[config.mk]
export PLATFORM = sky130hd
export DESIGN_NAME = stability_counter
export DESIGN_NICKNAME = d
export VERILOG_FILES = /design/src/rtl/sampro_chk_pkg.sv /design/src/rtl/stability_counter.sv
export SDC_FILE = /design/constraint.sdc
export NUM_CORES = 1
export LEC_CHECK = 0
export ABC_AREA = 1
export BUFFER_PORTS_ARGS = -buffer_cell sky130_fd_sc_hd__buf_2
export CAP_MARGIN = 20
export CORE_AREA = 2 2 39 41
export CTS_CLUSTER_SIZE = 14
export DETAILED_ROUTE_END_ITERATION = 6
export DIE_AREA = 0 0 41 43
export SETUP_SLACK_MARGIN = 0.05
export SYNTH_ARGS = -nofsm -noshare
export SYNTH_HDL_FRONTEND = slang
export SYNTH_SLANG_ARGS = --single-unit
[constraint.sdc]
create_clock -name clk -period 1.7 [get_ports clk]
set_input_delay 0.085 -clock clk [delete_from_list [all_inputs] [get_ports clk]]
set_output_delay 0.085 -clock clk [all_outputs]
set_load 0.05 [all_outputs]
[src/rtl/sampro_chk_pkg.sv]
// Shared types and default sizing for the SamPro response checker.
package sampro_chk_pkg;

    localparam int unsigned N_IN_DEF = 3;
    localparam int unsigned N_VEC    = 2**N_IN_DEF;

    typedef enum logic [1:0] {
        IDLE,
        SETTLE,
        HOLD,
        DONE
    } chk_state_t;

endpackage

[src/rtl/stability_counter.sv]
// Tracks the last applied vector and counts how long it has stayed unchanged.
module stability_counter
    import sampro_chk_pkg::*;
#(
    parameter int unsigned N_IN          = N_IN_DEF,
    parameter int unsigned SETTLE_CYCLES = 4
) (
    input  logic            clk,
    input  logic            reset,
    input  logic            load_i,
    input  logic            en_i,
    input  logic [N_IN-1:0] vec_i,
    output logic            stable_pulse_c_o,
    output logic            vec_changed_c_o
);

    localparam int unsigned CNT_W = (SETTLE_CYCLES > 1) ? $clog2(SETTLE_CYCLES) : 1;
    localparam logic [CNT_W-1:0] CNT_LAST = CNT_W'(SETTLE_CYCLES - 1);

    logic [N_IN-1:0]  prev_q, prev_d;
    logic [CNT_W-1:0] cnt_q,  cnt_d;

    assign vec_changed_c_o  = (vec_i != prev_q);
    assign stable_pulse_c_o = en_i && !vec_changed_c_o && (cnt_q == CNT_LAST);

    // Any vector change restarts the count; the count parks at its last value once reached.
    always_comb begin
        prev_d = prev_q;
        cnt_d  = cnt_q;
        if (load_i || vec_changed_c_o) begin
            prev_d = vec_i;
            cnt_d  = '0;
        end else if (en_i && (cnt_q != CNT_LAST)) begin
            cnt_d = cnt_q + CNT_W'(1);
        end
    end

    always_ff @(posedge clk) begin
        if (reset) begin
            prev_q <= '0;
            cnt_q  <= '0;
        end else begin
            prev_q <= prev_d;
            cnt_q  <= cnt_d;
        end
    end

endmodule

Yosys cells after proc, flatten, opt, wreduce, memory -nomap -nowiden
Index checks and enable logic that the tools add are counted.
{"block": "classes", "addsub": 1, "eq_ne": 3, "n_reduce_logical": 6}
{"operator": "$logic_and A1 B1 Y1", "count": 3}
{"operator": "$ne A3 B3 Y1", "count": 1}
{"operator": "$add A2 B1 Y2 const B", "count": 1}
{"operator": "$eq A2 B2 Y1 const B", "count": 1}
{"operator": "$ne A2 B2 Y1 const B", "count": 1}
{"operator": "$reduce_or A2 Y1", "count": 1}
{"operator": "$logic_not A1 Y1", "count": 1}
{"operator": "$logic_or A1 B1 Y1", "count": 1}
{"block": "word_totals", "reg_bits": 5, "in_bits": 7, "output_inout_bits": 2}

Depth between registers and ports, before layout
Gate-level depths: netlist of run 1.
{"block": "logic_depth", "ltp_word": 4, "ltp_mapped": 7, "mapped_depth_nobuf": 7}

Least setup slack after synthesis of run 1
No wires, ideal clock.
{"block": "synth_path", "path_kind": "flip-flop to output port", "from": "register prev_q[1]", "to": "output stable_pulse_c_o", "arrival_ps": 1517, "required_ps": 1615, "path_slack_ps": 98, "stages_incl_launch_ff": 4, "n_path_buf": 0, "cell_sequence": "dfxtp_1 xnor2_1 nand3_1 nor2_2"}
{"block": "synth_between", "elab_chain_len": 4}
{"element": "start: declaration", "line_no": "stability_counter.sv:20", "source": "logic [N_IN-1:0] prev_q, prev_d;"}
{"element": "start signal: assignment", "line_no": "stability_counter.sv:43", "source": "prev_q <= prev_d;"}
{"element": "$ne A3 B3 Y1", "line_no": "stability_counter.sv:23", "source": "assign vec_changed_c_o = (vec_i != prev_q);"}
{"element": "net vec_changed_c_o", "line_no": "stability_counter.sv:14", "source": "output logic vec_changed_c_o"}
{"element": "$logic_not A1 Y1", "line_no": "stability_counter.sv:24", "source": "assign stable_pulse_c_o = en_i && !vec_changed_c_o && (cnt_q == CNT_LAST);"}
{"element": "$logic_and A1 B1 Y1 (2 in a row)", "line_no": "stability_counter.sv:24"}
{"element": "end: declaration", "line_no": "stability_counter.sv:13", "source": "output logic stable_pulse_c_o,"}
The timed path passes the listed nets, and every way through them passes these cells.

Worst setup path after layout of run 1
{"block": "layout_path", "from": "register prev_q[1]", "to": "output stable_pulse_c_o"}
{"block": "layout_between", "elab_chain_len": 4}
{"element": "$ne A3 B3 Y1", "line_no": "stability_counter.sv:23"}
{"element": "$logic_not A1 Y1", "line_no": "stability_counter.sv:24"}
{"element": "$logic_and A1 B1 Y1 (2 in a row)", "line_no": "stability_counter.sv:24"}
No other way between the ends.

==> run metrics, run 1 <==
critical path's top delay family flip-flops; Placer Congestion 0.6203; drt pass-1 iters 1; Fin. Hold Viols 0; Power Density 896.2 nW/um^2; Max VDD drop 0.0003188 V; die footprint approximately 1800 sq um; Max Slew Vio Count 0; Synth cell types 10; FF+latch area roughly 100 sq um; share of layout cells above drive strength 1 between 20% and 30%; synthesized area roughly 240 sq um; Crit path arrival time around 1.2 ns; Synth Register Bits 5; largest net degree at the start of global routing 5; post-CTS setup buffers 0; final net count between 50 and 60; Filler cells approximately 150; GR Layer Usage met2 6.875%; initial antenna violation count 0; main combinational cell family by area after synthesis simple AND/OR/NAND/NOR gates; via count ~230; Most used DFF post-synth dfxtp_1; post-synth top area share between 40% and 50%; CP required around 1.6 ns; total CTS buffers 3; max-capacitance violation count 0; Setup Crit Path Kind reg -> out; Synthesized Nets 43; worst skew pair latency between 0.2 and 0.25 ns; routed wire length ~420 um; headroom to the max-slew limit 83.61%; most common library cells after synthesis 10 x nand2_1, 7 x inv_1, 6 x nor2_1; Slowest-stage cell, CP dfxtp_1; Yosys top cell by area dfxtp_1; syn avg cell area ~6.8 sq um; most used routing layer met4; Setup crit end kind output pin; worst path cell trace xnor2_1 > nand3_1 > nor2_2 > buf_2; I/O Buffers 8; final hold slack about 0.050 ns; chip width slightly above 40 um; CP Launch Point prev_q[1]; GR Util All Layers 5.835%; period utilization about three quarters; PostCTS Resize Cnt 0; Slew @ Worst Pin 0.2475 ns; row count 14; register area share after synthesis between 40% and 50%; worst min path class in -> reg; most frequent cell after synthesis nand2_1; Post-Syn Instances 35; simple-gate share of the synthesized area about a third; post-synthesis mux area share 0%; adder-cell share of the synthesized area around 5.2%; Final setup violation count 0; multi-input logic area between 100 and 150 sq um; Pleak ~0.00017 uW; number of flops mapped to enable cells by yosys 0; hold buffers post-CTS 0; status finished, final reports clean; vias per cell roughly 3.6; Post-synth ARST share 0%; Die H ~43 um; met1 usage 6.796%; clock skew about 0.0029 ns; crit-path max cell delay about 0.3 ns; initial drt markers 0; gr ovfl total 0; synth-to-layout area growth 36.13%; vias in the first global route 175; IO Pins 9; Final ANT Viol Nets 0; RSZ-0062 raised after global routing false; Initial Util 17.27%; met3 GRT Util 1.571%; fin crit period between 1 and 1.5 ns; fmax 0.7743 GHz; Synthesis Warnings 0; Reg-to-Reg Start cnt_q[0]; setup TNS 0 ns; DPL Wire Length approximately 340 um; CTS tree built; clock slew at reported path FFs 0.04 ns; Post-Synth XOR/XNOR Area around 7.3%; depth of the CTS H-tree 1; DR WL/cell roughly 6.7 um; Worst Path Buf+Inv 1; startpoint class of the critical path flip-flop; Max clock buf depth 2; first-pass GRT wire length 627 um; Antenna Cells 0; core region area between 1000 and 1500 sq um; Synth area leaders dfxtp_1 42%, nand2_1 16%, inv_1 11%, nor2_1 9.4%, ha_1 5.2%; Post-route DRC 0; Synth Area in Compound Gates 0%; CP max FO 2; Sink Count 5; Hold Startpoint reset; Root Driver clkbuf_4
==> report_power, final <==
part           internal [uW]  total (uW)  switching [uW]
clock network           88.6         136            47.1
registers                122         124            1.74
logic                   12.8        32.2            19.5
total                    223         292            68.3
==> metrics by stage <==
step | setup WS (ns) | cell area [sq um] | util, % | total power (uW) | instances
after floorplan | 0.09805 | 239.0 | - | 145.4 | 35
after global placement | 0.6735 | 299.0 | 21.61 | 157.4 | 59
after detailed placement | 0.6639 | 299.0 | 21.61 | 158.2 | 59
after CTS | 0.3824 | 325.3 | 23.51 | 300.2 | 63
after global routing | 0.3441 | 325.3 | 23.51 | 308.5 | 63
final | 0.4085 | 325.3 | 23.51 | 291.6 | 63
==> kinds of logic after synthesis <==
group,Yosys count
xor gates and xnor gates,2
adders and majority gates,1
buffers and inverters,7
DFF,5
and+or+nand+nor,20
==> per-layer routing <==
metal / share of wire, % / routed length [um]
met5: 0 / 0
met1: 48 / 203
met2: 45 / 189
met3: 6.9 / 29
met4: 0 / 0
==> flip-flops by register name, indices dropped and copies added, names as in the netlist <==
name,cells
cnt_q,2
prev_q,3
==> final timing paths <==
check / end / cells past startpoint / slack (ns)
max: stable_pulse_c_o / 4 / 0.41
min: prev_q[1] / 2 / 0.05
max reg2reg: cnt_q[0] / 5 / 0.73
min reg2reg: cnt_q[1] / 4 / 0.52
==> final cells by class <==
| type | count | share of cell area [%] |
|---|---|---|
| inverter | 7 | 8.077 |
| tap | 16 | 6.154 |
| clock buffer | 4 | 8.077 |
| multi-input combinational | 23 | 34.62 |
| timing repair buffer | 8 | 12.31 |
| sequential | 5 | 30.77 |
==> cell usage in the layout, fill, tap and decap left out <==
| cell | instances |
|---|---|
| xnor2_1 | 1 |
| buf_2 | 8 |
| nand3_1 | 2 |
| clkbuf_1 | 1 |
| nand2_1 | 10 |
| dfxtp_1 | 5 |
| nor2_2 | 1 |
| nor2_1 | 6 |
| ha_1 | 1 |
| clkbuf_4 | 3 |
| xor2_1 | 1 |
| inv_1 | 7 |
| nand4_1 | 1 |
Power figures use the tool's default switching activity.
==> inputs of run 2 (changes only) <==
--- a/config.mk
+++ b/config.mk
@@ -5,7 +5,7 @@
 export SDC_FILE = /design/constraint.sdc
 export NUM_CORES = 1
 export LEC_CHECK = 0
-export ABC_AREA = 1
+export ABC_AREA = 0
 export BUFFER_PORTS_ARGS = -buffer_cell sky130_fd_sc_hd__buf_2
 export CAP_MARGIN = 20
 export CORE_AREA = 2 2 39 41
==> constraint.sdc (replaced) <==
create_clock -name clk -period 1.25 [get_ports clk]
set_input_delay 0.0625 -clock clk [delete_from_list [all_inputs] [get_ports clk]]
set_output_delay 0.0625 -clock clk [all_outputs]
set_load 0.05 [all_outputs]
==> run 2 against run 1 <==
  * Synthesized cell count down 43%
  * Cell count down 22%
  * Core utilization up 2.1 points
  * Combinational power up 100%
  * Setup slack worse by 0.33 ns
  * Critical endpoint unchanged
  * Highest routed layer is now met4
==> run metrics, run 2 <==
status finished, final reports clean; largest net degree at the start of global routing 6; Post-route DRC 0; commonest non-fill, non-tap cell in the layout buf_2; initial antenna violation count 0; Fin. Hold Viols 0; chip width slightly above 40 um; CP max FO 4; die footprint roughly 1800 sq um; Largest register FFs 3; worst skew pair latency 0.24 ns; Post-Syn Instances 20; Synthesis Warnings 0; Synth Register Bits 5; startpoint class of the critical path flip-flop; Root Driver clkbuf_4; RSZ-0062 raised after global routing true; cell count of the worst reg-to-reg path 4; initial drt markers 1; Setup crit end kind output pin; GR Util All Layers 6.244%; Final setup violation count 0; headroom to the max-slew limit between 80% and 90%; Post-synth ARST share 0%; Initial Util around 17%; Worst Hold End prev_q[1]; CTS tree built; Final ANT Viol Nets 0; Most used DFF post-synth dfxtp_1; hold depth 2; Pleak between 0.0001 and 0.00015 uW; Sink Count 5; Worst Path Buf+Inv 1; clock slew at reported path FFs roughly 0.050 ns; Critical Path Stages 4; clock skew around 0.0028 ns; period utilization 93.57%; most common library cells after synthesis 5 x dfxtp_1, 3 x nor2b_1, 3 x xnor2_2; final net count between 40 and 50; synthesized area between 200 and 250 sq um; R2R Setup Slk about 0.12 ns; Hold Startpoint reset; crit-path max cell delay 0.32 ns; Top Registers prev_q x3, cnt_q x2; max-capacitance violation count 0; I/O Buffers 8; worst min path class in -> reg; Synthesized Nets 28; syn avg cell area ~12 sq um; Antenna Cells 0; synth-to-layout area growth 49.74%; Max Slew Vio Count 0; Crit path arrival time between 1 and 1.5 ns; post-synth top area share a little over two fifths; row count 14; number of flops mapped to enable cells by yosys 0; most frequent cells in the layout 7 x buf_2, 5 x dfxtp_1, 3 x xnor2_2, 3 x nor2b_1, 3 x clkbuf_4; fin crit period 1.170 ns; Max clock buf depth 2; via count ~190; IO Pins 9; Setup Crit Path Kind reg -> out; core region area ~1400 sq um; Reg-to-Reg Start cnt_q[0]; Power Density 1195 nW/um^2; routed wire length 402 um; register area share after synthesis 42.33%; vias per cell ~3.8; Slowest-stage cell, CP dfxtp_1; most frequent cell after synthesis dfxtp_1; Die H approximately 43 um; first-pass GRT wire length 641 um; Slew @ Worst Pin roughly 0.25 ns; share of layout cells above drive strength 1 approximately 48%; critical path's top delay family flip-flops; drt pass-1 iters 2; DR WL/cell slightly above 8 um; Final Total Pwr between 400 and 500 uW; Yosys top cell by area dfxtp_1; Placer Congestion between 0.5 and 0.6; gr ovfl total 0; vias in the first global route about 170; total CTS buffers 3; Synth area leaders dfxtp_1 42%, xnor2_2 21%, nor2b_1 7.9%, ha_1 5.3%, nor4_1 5.3%; setup TNS 0 ns; worst path cell trace xnor2_2 > nand3_4 > nor2_4 > buf_6; depth of the CTS H-tree 1; Synth cell types 11; DP Cell Count 44; Largest Register prev_q; CP required ~1.2 ns; Reg-to-Reg End cnt_q[1]; post-route non-filler standard cell count about 50; Max VDD drop between 0.0005 and 0.0006 V; fmax between 0.8 and 0.9 GHz
[run 2: metrics by stage]
stage / hold slack (ns) / util [%] / worst slack, ns / cell area [sq um]
floorplan: 0.1341 / - / 0.1456 / 251.5
global placement: 0.2543 / 22.51 / 0.1418 / 311.5
detailed placement: 0.2560 / 22.51 / 0.1316 / 311.5
CTS: 0.04231 / 25.59 / 0.05621 / 354.1
global route: 0.04441 / 25.59 / 0.007197 / 354.1
finish: 0.04901 / 25.59 / 0.08036 / 354.1
[run 2: how the worst max path moves through the flow]
stage / start / endpoint / slack [ns]
final: prev_q[0] / stable_pulse_c_o / 0.08
after global routing: prev_q[2] / stable_pulse_c_o / 0.007
after CTS: prev_q[0] / stable_pulse_c_o / 0.06
after detailed placement: cnt_q[0] / cnt_q[1] / 0.13
after global placement: cnt_q[0] / cnt_q[1] / 0.14
after floorplan: prev_q[2] / stable_pulse_c_o / 0.15
[run 2: per-layer routing]
layer	vias up	routed length [um]	global-route usage, %
met5	-	0	0
met1	79	173	6.169
met2	11	162	6.875
met4	0	8	6.000
li1	95	-	-
met3	2	57	6.283
[run 2: timing repair]
action | in CTS | in global routing
cloned | 0 | 0
pin swaps | 3 | 0
endpoints found under the setup margin | 1 | 3
endpoints found under the hold margin | 2 | 0
setup buffers | 0 | 0
resized for setup | 2 | 0
hold buffers | 1 | 0
[run 2: logic make-up after synthesis]
| group | share of synthesized area (%) |
|---|---|
| and+or+nand+nor | 23.81 |
| adders and majority gates | 5.290 |
| muxes | 4.233 |
| xor gates and xnor gates | 24.34 |
| DFF | 42.33 |
[run 2: final cells by class]
cell class,instances,area [sq um]
Sequential cell,5,100.1
Clock buffer,4,26.28
Fill cell,146,1030
Multi-Input combinational cell,15,151.4
Timing Repair Buffer,9,56.30
Tap cell,16,20.02
[run 2: power breakdown]
part	switching [uW]	leakage [uW]	total (uW)	internal (uW)
clock	67.4	0.0000150	188	121
combinational	34.2	0.0000891	65.4	31.2
sequential	3.89	0.0000411	170	166
total	105	0.000145	423	318
[run 2: worst register-to-register path, stage by stage (launching register included)]
cell and delay (ns):
dfxtp_1 0.31, ha_1 0.20, and2b_1 0.24, mux2i_1 0.21, nor4_1 0.06
